[src/rtl/table_loader_if.sv]
// Bundles the load-request, stream, memory and status signals of table_loader.
// The master side drives requests, stream words and read data; the slave side is the loader.
interface table_loader_if #(
    parameter int DATA_WIDTH = 8,
    parameter int ADDR_WIDTH = 8,
    parameter int CSUM_WIDTH = 16
);
    logic                  start;
    logic [ADDR_WIDTH-1:0] base_addr;
    logic [ADDR_WIDTH:0]   length;
    logic                  s_valid;
    logic [DATA_WIDTH-1:0] s_data;
    logic                  s_ready;
    logic                  we;
    logic [ADDR_WIDTH-1:0] waddr;
    logic [DATA_WIDTH-1:0] wdata;
    logic                  re;
    logic [ADDR_WIDTH-1:0] raddr;
    logic [DATA_WIDTH-1:0] rdata;
    logic                  busy;
    logic                  done;
    logic                  verify_ok;
    logic [CSUM_WIDTH-1:0] checksum;
    logic                  err;

    modport master (
        output start, base_addr, length, s_valid, s_data, rdata,
        input  s_ready, we, waddr, wdata, re, raddr, busy, done, verify_ok, checksum, err
    );

    modport slave (
        input  start, base_addr, length, s_valid, s_data, rdata,
        output s_ready, we, waddr, wdata, re, raddr, busy, done, verify_ok, checksum, err
    );
endinterface

[src/rtl/table_loader.sv]
// Streams a block of words into a table memory while summing them, then reads the
// block back and compares the read-back sum against the load checksum.
module table_loader #(
    parameter int DATA_WIDTH = 8,
    parameter int ADDR_WIDTH = 8,
    parameter int CSUM_WIDTH = 16
) (
    input  logic          clk,
    input  logic          rst,
    table_loader_if.slave bus
);
    typedef enum logic [2:0] {IDLE, LOAD, FLUSH, VERIFY, DRAIN} state_t;

    localparam logic [ADDR_WIDTH:0]   CNT_ONE = (ADDR_WIDTH+1)'(1);
    localparam logic [ADDR_WIDTH-1:0] PTR_ONE = ADDR_WIDTH'(1);

    state_t state, state_nxt;

    logic [ADDR_WIDTH:0]   len, cnt;
    logic [ADDR_WIDTH-1:0] base, wptr;
    logic [CSUM_WIDTH-1:0] csum, vsum, vsum_fin;

    logic                  we_p1, re_p0, rd_vld_p1, done_q, err_q, ok_q;
    logic [ADDR_WIDTH-1:0] waddr_p1, raddr_p0;
    logic [DATA_WIDTH-1:0] wdata_p1;

    logic start_ok, start_bad, accept, last_cnt;
    logic s_ready, busy, re_nxt, done_nxt;

    function automatic logic [CSUM_WIDTH-1:0] csum_add(input logic [CSUM_WIDTH-1:0] acc,
                                                       input logic [DATA_WIDTH-1:0] word);
        return acc + CSUM_WIDTH'(word);
    endfunction

    assign start_ok  = (state == IDLE) && bus.start && (bus.length != '0);
    assign start_bad = (state == IDLE) && bus.start && (bus.length == '0);
    assign accept    = bus.s_valid && s_ready;
    // cnt counts accepted words in LOAD and issued reads in VERIFY
    assign last_cnt  = (cnt == len - CNT_ONE);
    assign vsum_fin  = rd_vld_p1 ? csum_add(vsum, bus.rdata) : vsum;

    always_ff @(posedge clk or posedge rst) begin
        if (rst) state <= IDLE;
        else     state <= state_nxt;
    end

    always_comb begin
        state_nxt = state;
        case (state)
            IDLE:    if (start_ok) state_nxt = LOAD;
            LOAD:    if (accept && last_cnt) state_nxt = FLUSH;
            FLUSH:   state_nxt = VERIFY;
            VERIFY:  if (last_cnt) state_nxt = DRAIN;
            DRAIN:   state_nxt = IDLE;
            default: state_nxt = IDLE;
        endcase
    end

    always_comb begin
        s_ready  = 1'b0;
        busy     = 1'b0;
        re_nxt   = 1'b0;
        done_nxt = 1'b0;
        case (state)
            LOAD:    begin s_ready = 1'b1; busy = 1'b1; end
            FLUSH:   begin busy = 1'b1; re_nxt = 1'b1; end
            VERIFY:  begin busy = 1'b1; re_nxt = !last_cnt; end
            DRAIN:   done_nxt = 1'b1;
            default: ;
        endcase
    end

    always_ff @(posedge clk or posedge rst) begin
        if (rst) begin
            len       <= '0;
            cnt       <= '0;
            base      <= '0;
            wptr      <= '0;
            csum      <= '0;
            vsum      <= '0;
            we_p1     <= 1'b0;
            waddr_p1  <= '0;
            wdata_p1  <= '0;
            re_p0     <= 1'b0;
            raddr_p0  <= '0;
            rd_vld_p1 <= 1'b0;
            done_q    <= 1'b0;
            err_q     <= 1'b0;
            ok_q      <= 1'b0;
        end else begin
            // p0 -> p1: write port trails the accepted word by one cycle
            we_p1     <= accept;
            re_p0     <= re_nxt;
            // p1: memory returns data one cycle after each read request
            rd_vld_p1 <= re_p0;
            done_q    <= done_nxt;
            err_q     <= start_bad;
            if (start_ok) begin
                len  <= bus.length;
                base <= bus.base_addr;
                wptr <= bus.base_addr;
                cnt  <= '0;
                csum <= '0;
                vsum <= '0;
                ok_q <= 1'b0;
            end
            if (accept) begin
                waddr_p1 <= wptr;
                wdata_p1 <= bus.s_data;
                wptr     <= wptr + PTR_ONE;
                csum     <= csum_add(csum, bus.s_data);
                cnt      <= last_cnt ? '0 : cnt + CNT_ONE;
            end
            if (state == FLUSH) raddr_p0 <= base;
            if (state == VERIFY) begin
                cnt <= cnt + CNT_ONE;
                if (!last_cnt) raddr_p0 <= raddr_p0 + PTR_ONE;
            end
            if (rd_vld_p1) vsum <= vsum_fin;
            if (state == DRAIN) ok_q <= (vsum_fin == csum);
        end
    end

    assign bus.s_ready   = s_ready;
    assign bus.busy      = busy;
    assign bus.we        = we_p1;
    assign bus.waddr     = waddr_p1;
    assign bus.wdata     = wdata_p1;
    assign bus.re        = re_p0;
    assign bus.raddr     = raddr_p0;
    assign bus.done      = done_q;
    assign bus.err       = err_q;
    assign bus.verify_ok = ok_q;
    assign bus.checksum  = csum;
endmodule

[src/flat_wrapper.sv]
// flat-port wrapper written by rule: the top's interface ports become plain ports
module table_loader_flat 
#(
    parameter int DATA_WIDTH = 8,
    parameter int ADDR_WIDTH = 8,
    parameter int CSUM_WIDTH = 16
)
  (clk, rst, bus_start, bus_base_addr, bus_length, bus_s_valid, bus_s_data, bus_rdata, bus_s_ready, bus_we, bus_waddr, bus_wdata, bus_re, bus_raddr, bus_busy, bus_done, bus_verify_ok, bus_checksum, bus_err);
  table_loader_if #(.DATA_WIDTH(DATA_WIDTH), .ADDR_WIDTH(ADDR_WIDTH), .CSUM_WIDTH(CSUM_WIDTH)) bus_i ();
  input  logic clk;
  input  logic rst;
  input wire logic [$bits(bus_i.start)-1:0] bus_start;
  input wire logic [$bits(bus_i.base_addr)-1:0] bus_base_addr;
  input wire logic [$bits(bus_i.length)-1:0] bus_length;
  input wire logic [$bits(bus_i.s_valid)-1:0] bus_s_valid;
  input wire logic [$bits(bus_i.s_data)-1:0] bus_s_data;
  input wire logic [$bits(bus_i.rdata)-1:0] bus_rdata;
  output wire logic [$bits(bus_i.s_ready)-1:0] bus_s_ready;
  output wire logic [$bits(bus_i.we)-1:0] bus_we;
  output wire logic [$bits(bus_i.waddr)-1:0] bus_waddr;
  output wire logic [$bits(bus_i.wdata)-1:0] bus_wdata;
  output wire logic [$bits(bus_i.re)-1:0] bus_re;
  output wire logic [$bits(bus_i.raddr)-1:0] bus_raddr;
  output wire logic [$bits(bus_i.busy)-1:0] bus_busy;
  output wire logic [$bits(bus_i.done)-1:0] bus_done;
  output wire logic [$bits(bus_i.verify_ok)-1:0] bus_verify_ok;
  output wire logic [$bits(bus_i.checksum)-1:0] bus_checksum;
  output wire logic [$bits(bus_i.err)-1:0] bus_err;
  assign bus_i.start = bus_start;
  assign bus_i.base_addr = bus_base_addr;
  assign bus_i.length = bus_length;
  assign bus_i.s_valid = bus_s_valid;
  assign bus_i.s_data = bus_s_data;
  assign bus_i.rdata = bus_rdata;
  assign bus_s_ready = bus_i.s_ready;
  assign bus_we = bus_i.we;
  assign bus_waddr = bus_i.waddr;
  assign bus_wdata = bus_i.wdata;
  assign bus_re = bus_i.re;
  assign bus_raddr = bus_i.raddr;
  assign bus_busy = bus_i.busy;
  assign bus_done = bus_i.done;
  assign bus_verify_ok = bus_i.verify_ok;
  assign bus_checksum = bus_i.checksum;
  assign bus_err = bus_i.err;
  table_loader #(.DATA_WIDTH(DATA_WIDTH), .ADDR_WIDTH(ADDR_WIDTH), .CSUM_WIDTH(CSUM_WIDTH)) u_core (.clk(clk), .rst(rst), .bus(bus_i));
endmodule
[config.mk]
export PLATFORM = sky130hd
export DESIGN_NAME = table_loader_flat
export DESIGN_NICKNAME = d
export VERILOG_FILES = /design/src/rtl/table_loader_if.sv /design/src/rtl/table_loader.sv /design/src/flat_wrapper.sv
export SDC_FILE = /design/constraint.sdc
export NUM_CORES = 1
export LEC_CHECK = 0
export BUFFER_PORTS_ARGS = -buffer_cell sky130_fd_sc_hd__buf_4
export CAP_MARGIN = 20
export CORE_MARGIN = 5
export CORE_UTILIZATION = 30
export CTS_CLUSTER_DIAMETER = 30
export CTS_CLUSTER_SIZE = 20
export DETAILED_ROUTE_END_ITERATION = 7
export PLACE_DENSITY = 0.5
export SETUP_SLACK_MARGIN = 0.15
export SLEW_MARGIN = 40
export SYNTH_ARGS = -nofsm -noshare
export SYNTH_HDL_FRONTEND = slang
export SYNTH_SLANG_ARGS = --single-unit
[constraint.sdc]
create_clock -name clk -period 4.2 [get_ports clk]
set_clock_uncertainty 0.15 [all_clocks]
set_input_delay 0.84 -clock clk [delete_from_list [all_inputs] [get_ports clk]]
set_output_delay 0.84 -clock clk [all_outputs]
set_load 0.02 [all_outputs]
==> results of run 1 <==
==> placed cells by master (no fill, tap or decap), types with 6 or more instances in the layout <==
master	count
o22ai_1	12
o211ai_1	11
nor3_1	7
and3_1	17
dfrtp_1	98
nand2_1	149
xor2_1	24
a21oi_1	28
mux2i_1	19
xnor2_1	19
ha_1	20
a21o_1	6
inv_1	18
clkbuf_16	9
o21ai_0	35
or3_1	6
nor2_1	32
nand3_1	23
buf_4	91
==> logic make-up after synthesis <==
family                     after synthesis
AOI/OAI and AO/OA                      144
xor gates and xnor gates                45
adders and majority gates               22
buffers and inverters                   47
DFF                                     99
muxes                                   23
and+or+nand+nor                        278
==> per-layer routing <==
| layer | share of wire (%) | global-route usage, % | vias up |
|---|---|---|---|
| li1 | - | - | 2481 |
| met1 | 49 | 21.6 | 2414 |
| met2 | 46 | 22.9 | 116 |
| met3 | 4.4 | 2.77 | 11 |
| met4 | 0.93 | 3.49 | 0 |
| met5 | 0 | 0 | - |
==> registers in the layout, indices dropped and copies added, names as in the netlist, 8 cells and up <==
name / cells
u_core.cnt: 9
u_core.bus.raddr: 8
u_core.bus.wdata: 8
u_core.vsum: 16
u_core.wptr: 8
u_core.base: 8
u_core.bus.checksum: 16
u_core.bus.waddr: 8
u_core.len: 9
==> layout make-up <==
| cell class | instances | area, µm² | share of cell area, % |
|---|---|---|---|
| sequential | 99 | 2480 | 34.8 |
| clock buffer | 11 | 253 | 3.55 |
| timing repair buffer | 91 | 683 | 9.59 |
| tap | 265 | 332 | 4.66 |
| inverter | 19 | 76.3 | 1.07 |
| clock inverter | 5 | 35.0 | 0.492 |
| multi-input combinational | 512 | 3260 | 45.8 |
==> power by group <==
| part | internal, W | switching, W |
|---|---|---|
| combinational | 0.00107 | 0.00145 |
| sequential | 0.00131 | 0.000463 |
| clock | 0.000436 | 0.000380 |
==> per-stage QoR <==
stage          hold slack [ns]  worst slack [ns]  cells
5_1_grt                  0.254             0.855   1002
3_5_place_dp             0.220             0.660    986
4_1_cts                  0.236              1.01   1002
6_report                 0.233             0.970   1002
3_3_place_gp             0.218             0.723    986
2_1_floorplan            0.296             0.620    658
==> worst paths after layout <==
check | from | end | slack (ns)
worst min register to register | u_core.bus.re | u_core.rd_vld_p1 | 0.23
worst max register to register | u_core.vsum[5] | u_core.bus.verify_ok | 1.15
worst min-delay path | u_core.bus.re | u_core.rd_vld_p1 | 0.23
max in group asynchronous | rst | u_core.bus.checksum[2] | 2.76
worst max-delay path | bus_rdata[7] | u_core.bus.verify_ok | 0.97
min in group asynchronous | rst | u_core.wptr[2] | 0.42
==> results by group, run 1 <==
Status
  – Status: finished clean

CTS
  – Postcts setup bufs: 0
  – Worst-path clk slew: around 0.07 ns
  – Root Driver: clkbuf_16
  – Clk_lat worst skew: 0.34 ns
  – Clock buffer depth: 2
  – # resized after CTS: 0
  – Clock sinks: 99
  – CTS HTree Levels: 3
  – Post-CTS Hold Buffers: 0
  – Num CTS Buffers: 9
  – CTS tree: built

Routing
  – Routed wire length: approximately 16 mm
  – Drt pass-1 iters: 6
  – Vias/cell: approximately 5
  – Initial DRC Count: 313
  – DR WL/cell: approximately 16 µm
  – Post-DRT Antenna Nets: 0
  – Residual DRC: 0
  – Via count: ~5k

Timing
  – Fmax: roughly 0.31 GHz
  – Slew @ Worst Pin: between 0.6 and 0.7 ns
  – RSZ-0062 raised after global routing: false
  – Final Hold Vio Count: 0
  – Final Critical Period: around 3.2 ns
  – Fin crit share: 76.9%
  – Max-Slew Margin vs Limit: 58.4%
  – Setup TNS: 0 ns
  – Final slew viol count: 0
  – Final setup violation count: 0

Critical path
  – Cells along the critical path: buf_4 > ha_1 > or4_1 > o21ai_1 > mux2_2 > nor4_1 > o2111a_1 > nand4_1 > nand2_1
  – Biggest cell delay along the critical path: around 0.69 ns
  – WP data required: roughly 4.3 ns
  – Crit path max-delay family: simple AND/OR/NAND/NOR gates
  – R2R cell count: 9
  – Cell type of the slowest stage on the worst timing path: or4_1
  – Kind of critical path: in2reg
  – Crit path launch type: input port
  – Worst EP arrival: between 3 and 4 ns
  – CP max FO: 7
  – Bufs and invs on worst path: 1
  – Worst Setup End Kind: register
  – Crit path depth: 9

Floorplan
  – Die Width: between 150 and 200 µm
  – Initial core utilization: 30.5%
  – Core Rows: 51
  – Die Ht: around 150 µm
  – Ports: 84
  – Die ar.: between 20,000 and 25,000 µm²
  – Core Box Area: just under 20,000 µm²

Pwr
  – Pwr per Cell Area: ~720 nW/µm²
  – Leak pwr: approximately 3.3 nW
  – Maximum vdd drop: 0.296 mV
  – Power after layout: ~0.0051 W

Synthesis
  – Largest cells by area after synthesis: dfrtp_1, nand2_1, ha_1, xor2_1, mux2i_1
  – Post-Syn Area: around 6000 µm²
  – Cell count after synthesis: approximately 660
  – Post-Synthesis Net Count: between 700 and 800
  – Largest family of logic cells by synthesized area: simple AND/OR/NAND/NOR gates
  – FFs w/ async S/R, synth: 100%
  – YS warnings: 0
  – Share of synthesized area spent on multiplexers: under 10%
  – Main synth FF type: dfrtp_1
  – Sequential cell area fraction in the yosys report: a little over two fifths
  – XOR/XNOR Fraction of Synth Area: between 7 and 8%
  – Synth Area in Compound Gates: between 15 and 20%
  – Post-synth EDFFs: 0
  – Top-count cell post-synth: nand2_1
  – Simple-Gate Fraction of Synth Area: between 20% and 30%
  – Synthesized flop and latch total: a little under 100
  – Mean post-synth cell area: 9.01 µm²
  – Post-Synth Adder-Cell Area: between 4 and 5%
  – Synth top area share: between 40% and 50%
  – Commonest cells post-synth: nand2_1, dfrtp_1, o21ai_0
  – Count of cell types in the netlist: 72
  – Area leader, netlist: dfrtp_1

Place
  – Port bufs: slightly above 80
  – Dpl hpwl: approximately 12 mm
  – Routability congestion estimate: ~0.90
  – Placed Area: roughly 7000 µm²

Final layout
  – Share of layout cells above drive strength 1: ~18%
  – Final Instance Area: about 7000 µm²
  – Area delta synth->final: 20.1%
  – Fin util: 36.6%
  – FILL cells: 1,958
  – N_diodes: 0
  – Final #Nets: ~800

Global route
  – First-pass GRT wire length: ~27 mm
  – Gr usage total: approximately 15%
  – Vias in the first global route: between 4k and 5k
  – Grt total ovfl: 0
  – Largest net degree at the start of global routing: 64
  – Initial antenna violation count: 0

Worst hold path
  – Hold crit path type: reg2reg
  – Worst Hold Depth: 0

Job
  – Max-Cap Viols: 0
Power figures use the tool's default switching activity.
==> inputs of run 2 (changes only) <==
Settings changed: ABC_AREA set to 1, PLACE_DENSITY 0.5 to 0.52.
Clock period 4.2 ns to 2.8 ns, I/O delays scaled along.
==> run 2 against run 1 <==
Effect of this change: area after synthesis increased by 0.51%; non-clock buffer count increased by 3; register-to-register slack got worse by 0.75 ns; sequential power decreased by 8%; first-iteration DRC count decreased by 9.6%; wire length decreased by 5.1%; global-route usage decreased by 0.43 points; cell count increased by 17%; largest power group is now sequential cells; via count increased by 6.0%; total power decreased by 16%; synthesized cell count increased by 24%; clock power increased by 78%.
==> results by group, run 2 <==
Status
  – Status: finished clean

CTS
  – Postcts setup bufs: 0 (unchanged)
  – Clock sinks: 99 (unchanged)
  – Worst-path clk slew: 0.07 ns (about the same)
  – # resized after CTS: 0 (unchanged)
  – Post-CTS Hold Buffers: 0 (unchanged)
  – CTS tree: built
  – Root Driver: clkbuf_16
  – Num CTS Buffers: 9 (unchanged)
  – CTS HTree Levels: 3 (unchanged)
  – Clk_lat worst skew: 0.35 ns (about the same)
  – Clock buffer depth: 2 (unchanged)

Final layout
  – Area delta synth->final: 22.1%
  – N_diodes: 0 (unchanged)
  – Final #Nets: 964 (+22%)
  – Commonest non-fill, non-tap cell in the layout: nand2_1
  – Most frequent cells in the layout: nand2_1, inv_1, dfrtp_1
  – Share of layout cells above drive strength 1: 15.3% (-2.4 points)

Worst hold path
  – Hold crit path type: in2async

Routing
  – Routed wire length: 15.6 mm (-5.1%)
  – Residual DRC: 0 (unchanged)
  – Drt pass-1 iters: 4 (-2)
  – Initial DRC Count: 283 (-9.6%)
  – Post-DRT Antenna Nets: 0 (unchanged)
  – Via count: 5,324 (+6.0%)
  – DR WL/cell: 13.3 µm (-19%)
  – Vias/cell: 4.53 (-9.6%)

Pwr
  – Pwr per Cell Area: 592 nW/µm² (-17%)
  – Maximum vdd drop: 0.278 mV (-6.0%)
  – Leak pwr: 3.79 nW (+14%)
  – Power after layout: 0.00431 W (-16%)

Timing
  – Final Hold Vio Count: 0 (unchanged)
  – Final slew viol count: 0 (unchanged)
  – RSZ-0062 raised after global routing: true
  – Worst Slack Setup Final: 0.404 ns (-0.565 ns)
  – Final Critical Period: 2.40 ns
  – Final setup violation count: 0 (unchanged)
  – Hold WS: 0.208 ns (-0.0250 ns)
  – Max-Slew Margin vs Limit: 63.6% (+5.2 points)
  – Fmax: ~0.42 GHz
  – Fin crit share: a little under nine tenths
  – Slew @ Worst Pin: 0.545 ns (-0.0762 ns)
  – Setup TNS: 0 ns (unchanged)

Synthesis
  – Top-count cell post-synth: nand2_1
  – YS warnings: 0 (unchanged)
  – Largest cells by area after synthesis: dfrtp_1, nand2_1, inv_1, nand3_1, o21ai_0
  – Mean post-synth cell area: 7.27 µm² (-19%)
  – Synthesized flop and latch total: 99 (unchanged)
  – Post-synth EDFFs: 0 (unchanged)
  – Cell count after synthesis: 819 (+24%)
  – Area leader, netlist: dfrtp_1
  – Commonest cells post-synth: nand2_1, inv_1, dfrtp_1
  – Main synth FF type: dfrtp_1
  – Count of cell types in the netlist: 37 (-49%)
  – FFs w/ async S/R, synth: 100% (unchanged)
  – Post-Syn Area: 5960 µm² (+0.51%)
  – Synth top area share: 41.6% (-0.21 points)
  – Post-Synthesis Net Count: 878 (+22%)
  – Sequential cell area fraction in the yosys report: 41.6% (-0.21 points)

Global route
  – Grt total ovfl: 0 (unchanged)
  – First-pass GRT wire length: 26.1 mm (-2.3%)
  – Vias in the first global route: 5,115 (+3.4%)
  – Largest net degree at the start of global routing: 100 (+56%)
  – Initial antenna violation count: 0 (unchanged)
  – Gr usage total: 14.4% (-0.43 points)

Critical path
  – R2R cell count: 16 (+7)
  – R2r setup slk: 0.40 ns (-0.75 ns)
  – WP data required: 2.94 ns (-1.39 ns)
  – R2r endpoint: u_core.bus.verify_ok
  – Worst Setup End Kind: register
  – Worst EP arrival: 2.54 ns (-0.82 ns)
  – Kind of critical path: reg2reg
  – CP max FO: 9 (+2)
  – Worst r2r src: u_core.vsum[0]
  – Crit path launch type: register

Place
  – Port bufs: 83 (unchanged)
  – Routability congestion estimate: 0.907 (+1.3%)
  – Place WS: 0.0728 ns (-0.587 ns)
  – Dpl hpwl: 11.8 mm (-3.4%)

Floorplan
  – Die Width: 151 µm (+0.24%)
  – Core Box Area: 19,500 µm² (+0.33%)
  – Die Ht: 151 µm (+0.24%)
  – Core Rows: 51 (unchanged)
  – Die ar.: 22,800 µm² (+0.48%)
  – Initial core utilization: 30.5% (+0.054 points)
  – Ports: 84 (unchanged)

Job
  – Max-Cap Viols: 0 (unchanged)
-- run 2: cell types whose count changed after synthesis, moves of 10 or more --
cell and delta:
a21oi_1 -11, and3_1 -17, inv_1 +104, mux2i_1 -19, nand2_1 +106, nand3_1 +48
nand4_1 +10, nor2_1 +17, o21ai_0 +17, xnor2_1 -13
-- run 2: logic make-up (layout without fill, tap and decap cells) --
family | Yosys count | after routing | synth area share, %
xor gates and xnor gates | 22 | 22 | 3.23
adders and majority gates | 22 | 22 | 4.87
buffers and inverters | 145 | 236 | 9.49
DFF | 99 | 99 | 41.6
muxes | 1 | 1 | 0.189
and+or+nand+nor | 431 | 431 | 31.3
AOI/OAI and AO/OA | 99 | 99 | 9.30
-- run 2: worst max-delay path by stage --
stage,startpoint,endpoint,slack [ns],cells past startpoint
detailed placement,bus_rdata[0],u_core.bus.verify_ok,0.07,17
floorplan,bus_rdata[0],u_core.bus.verify_ok,0.43,16
finish,u_core.vsum[0],u_core.bus.verify_ok,0.40,16
CTS,u_core.vsum[0],u_core.bus.verify_ok,0.34,16
global route,u_core.vsum[0],u_core.bus.verify_ok,0.07,16
global placement,bus_rdata[0],u_core.bus.verify_ok,0.10,17
-- run 2: metal layers --
metal  vias to the layer above  track usage [%]  wire, µm
li1                       2794                -         -
met5                         -                0         0
met1                      2406             20.3      7930
met2                       104             22.4      6880
met3                        20             2.69       493
met4                         0             4.58       307
-- run 2: final cells by class --
| class | instances | area (µm²) |
|---|---|---|
| flip-flops and latches | 99 | 2480 |
| clock inverters | 6 | 113 |
| fillers | 2140 | 12300 |
| multi-input cells | 575 | 2930 |
| inverters | 126 | 477 |
| repair buffers | 94 | 718 |
| clock buffers | 10 | 229 |
| well taps | 265 | 332 |
-- run 2: metrics by stage --
| stage | util [%] | instance area (µm²) | cells |
|---|---|---|---|
| floorplan | - | 5960 | 819 |
| global placement | 35.4 | 6920 | 1159 |
| detailed placement | 35.4 | 6920 | 1159 |
| CTS | 37.2 | 7260 | 1175 |
| global route | 37.2 | 7270 | 1175 |
| finish | 37.2 | 7270 | 1175 |
-- run 2: worst max-delay path, stage by stage (launching register included) --
cell	delay, ns
dfrtp_1	0.35
ha_2	0.21
inv_1	0.06
fa_1	0.38
inv_1	0.06
nand2_1	0.06
nand2_1	0.12
nand3_1	0.13
nand2_4	0.14
nand2_1	0.08
o21ai_1	0.16
nand3_1	0.09
nand2_1	0.06
nand2_1	0.05
nor2_1	0.10
nand3_1	0.09
nand2_1	0.06
-- run 2: where the power goes --
part           internal, W  switching, W  total [W]
registers          0.00154     0.0000884    0.00163
clock network     0.000878      0.000569    0.00145
logic             0.000449      0.000784    0.00123
==> inputs of run 3 (changes only) <==
Settings changed: ABC_AREA 1 to not set.
==> run 3 against run 2 <==
Effect of this change: clock power shrank 6%; die area shrank 0.48%; sequential power up 60%; cell area grew 7.7%; register-to-register slack worse by 0.20 ns; hold slack lost 0.10 ns; first-iteration DRC count up 20%; combinational power rose to 3.7 times the previous value; cell count shrank 9.6%; setup slack got worse by 0.20 ns.
==> results by group, run 3 (same netlist as run 1, synthesis figures left out) <==
Status
  – Status: finished clean

Timing
  – Fmax: 0.386 GHz (-7.6%)
  – RSZ-0062 raised after global routing: true
  – Slew @ Worst Pin: 0.649 ns (+0.104 ns)
  – Max-Slew Margin vs Limit: 56.5% (-7.1 points)
  – Final Hold Vio Count: 0 (unchanged)
  – Fin crit share: 92.6% (+7.1 points)
  – Final Critical Period: 2.59 ns (+0.198 ns)
  – Final setup violation count: 0 (unchanged)
  – Final slew viol count: 0 (unchanged)

Critical path
  – CP max FO: 6 (-3)
  – Crit path launch type: register
  – Kind of critical path: reg2reg
  – Worst EP arrival: 2.73 ns (+0.19 ns)
  – WP data required: 2.93 ns (about the same)
  – Worst Setup End Kind: register
  – R2R cell count: 9 (-7)

Place
  – Port bufs: 83 (unchanged)
  – Routability congestion estimate: 0.912 (+0.48%)
  – Placed Area: 7280 µm² (+5.2%)
  – Dpl hpwl: 13.2 mm (+12%)

Final layout
  – Share of layout cells above drive strength 1: 27.1% (+12 points)
  – N_diodes: 0 (unchanged)
  – Final #Nets: 852 (-12%)
  – Area delta synth->final: 32.2%
  – Commonest non-fill, non-tap cell in the layout: nand2_1
  – Final Instance Area: 7840 µm² (+7.7%)
  – FILL cells: 1,952 (-8.8%)
  – Most frequent cells in the layout: nand2_1, buf_4, dfrtp_1

CTS
  – Root Driver: clkbuf_16
  – Clock sinks: 99 (unchanged)
  – Clk_lat worst skew: 0.34 ns (about the same)
  – Clock buffer depth: 2 (unchanged)
  – Post-CTS Hold Buffers: 0 (unchanged)
  – Num CTS Buffers: 9 (unchanged)
  – Worst-path clk slew: 0.07 ns (about the same)
  – CTS tree: built
  – CTS HTree Levels: 3 (unchanged)

Floorplan
  – Core Box Area: 19,500 µm² (-0.33%)
  – Die Ht: 151 µm (-0.24%)
  – Die Width: 151 µm (-0.24%)
  – Die ar.: 22,700 µm² (-0.48%)
  – Core Rows: 51 (unchanged)
  – Ports: 84 (unchanged)
  – Initial core utilization: 30.5% (-0.054 points)

Routing
  – Routed wire length: 17.5 mm (+12%)
  – Initial DRC Count: 340 (+20%)
  – Via count: 5,325 (+0.019%)
  – DR WL/cell: 16.4 µm (+24%)
  – Residual DRC: 0 (unchanged)
  – Drt pass-1 iters: 5 (+1)
  – Post-DRT Antenna Nets: 0 (unchanged)
  – Vias/cell: 5.01 (+11%)

Pwr
  – Pwr per Cell Area: 1090 nW/µm² (+84%)
  – Power after layout: 0.00854 W (+98%)
  – Maximum vdd drop: 0.435 mV (+56%)
  – Leak pwr: 3.67 nW (-3.1%)

Global route
  – Grt total ovfl: 0 (unchanged)
  – Vias in the first global route: 5,256 (+2.8%)
  – First-pass GRT wire length: 27.8 mm (+6.6%)
  – Initial antenna violation count: 0 (unchanged)
  – Gr usage total: 15.5% (+1.1 points)
  – Largest net degree at the start of global routing: 41 (-59%)

Worst hold path
  – Hold crit path type: in2async

Job
  – Max-Cap Viols: 0 (unchanged)
run 3: final cells by class:
cell class	count	area (µm²)	area share (%)
clock buffer	11	243	3.10
clock inverter	4	75.1	0.958
inverter	19	75.1	0.958
multi-input combinational	512	3430	43.8
sequential	99	2480	31.7
tap	265	332	4.23
timing repair buffer	152	1200	15.3
run 3: metrics by stage:
| stage | utilization, % | setup TNS (ns) | hold WS, ns | instances | setup slack (ns) |
|---|---|---|---|---|---|
| floorplan | - | 0 | 0.296 | 658 | 0.156 |
| global placement | 37.4 | -0.0627 | 0.261 | 1032 | -0.0627 |
| detailed placement | 37.4 | -0.0799 | 0.260 | 1032 | -0.0686 |
| CTS | 39.2 | 0 | 0.110 | 1050 | 0.162 |
| global route | 40.3 | 0 | 0.140 | 1062 | 0.113 |
| finish | 40.3 | 0 | 0.107 | 1062 | 0.207 |
run 3: metal layers:
metal | track usage (%) | up-vias | wire [µm]
met4 | 3.54 | 0 | 201
met1 | 21.5 | 2620 | 8330
met2 | 25.3 | 93 | 8330
li1 | - | 2597 | -
met5 | 0 | - | 0
met3 | 2.77 | 15 | 600
run 3: path summary, 6_finish.rpt:
| kind | from | to | slack, ns |
|---|---|---|---|
| hold reg to reg | u_core.bus.re | u_core.rd_vld_p1 | 0.28 |
| setup reg to reg | u_core.vsum[4] | u_core.bus.verify_ok | 0.21 |
| min in group clk | bus_length[3] | u_core.len[3] | 0.27 |
| max in group asynchronous | rst | u_core.bus.raddr[2] | 1.77 |
| setup / recovery | u_core.vsum[4] | u_core.bus.verify_ok | 0.21 |
| hold / removal | rst | u_core.bus.waddr[0] | 0.11 |
run 3: worst max-delay path, stage by stage, from the launching register on:
cell      delay (ns)
dfrtp_1         0.41
ha_4            0.17
or4_4           0.53
buf_6           0.16
o21ai_4         0.16
mux2_4          0.32
nor4_2          0.26
o2111a_1        0.22
nand4_1         0.08
nand2_1         0.07
run 3: power by group:
group | total, W | leakage, nW | switching [W] | internal, W
sequential | 0.00260 | 1.26 | 0.000644 | 0.00196
clock | 0.00136 | 0.148 | 0.000560 | 0.000804
combinational | 0.00457 | 2.26 | 0.00245 | 0.00212
total | 0.00854 | 3.67 | 0.00365 | 0.00489
run 3: timing repair:
| action | 4_1_cts | 5_1_grt |
|---|---|---|
| pin swaps | 2 | 16 |
| resized for setup | 6 | 27 |
| buffers inserted | 3 | 12 |
| endpoints found under the setup margin | 16 | 23 |
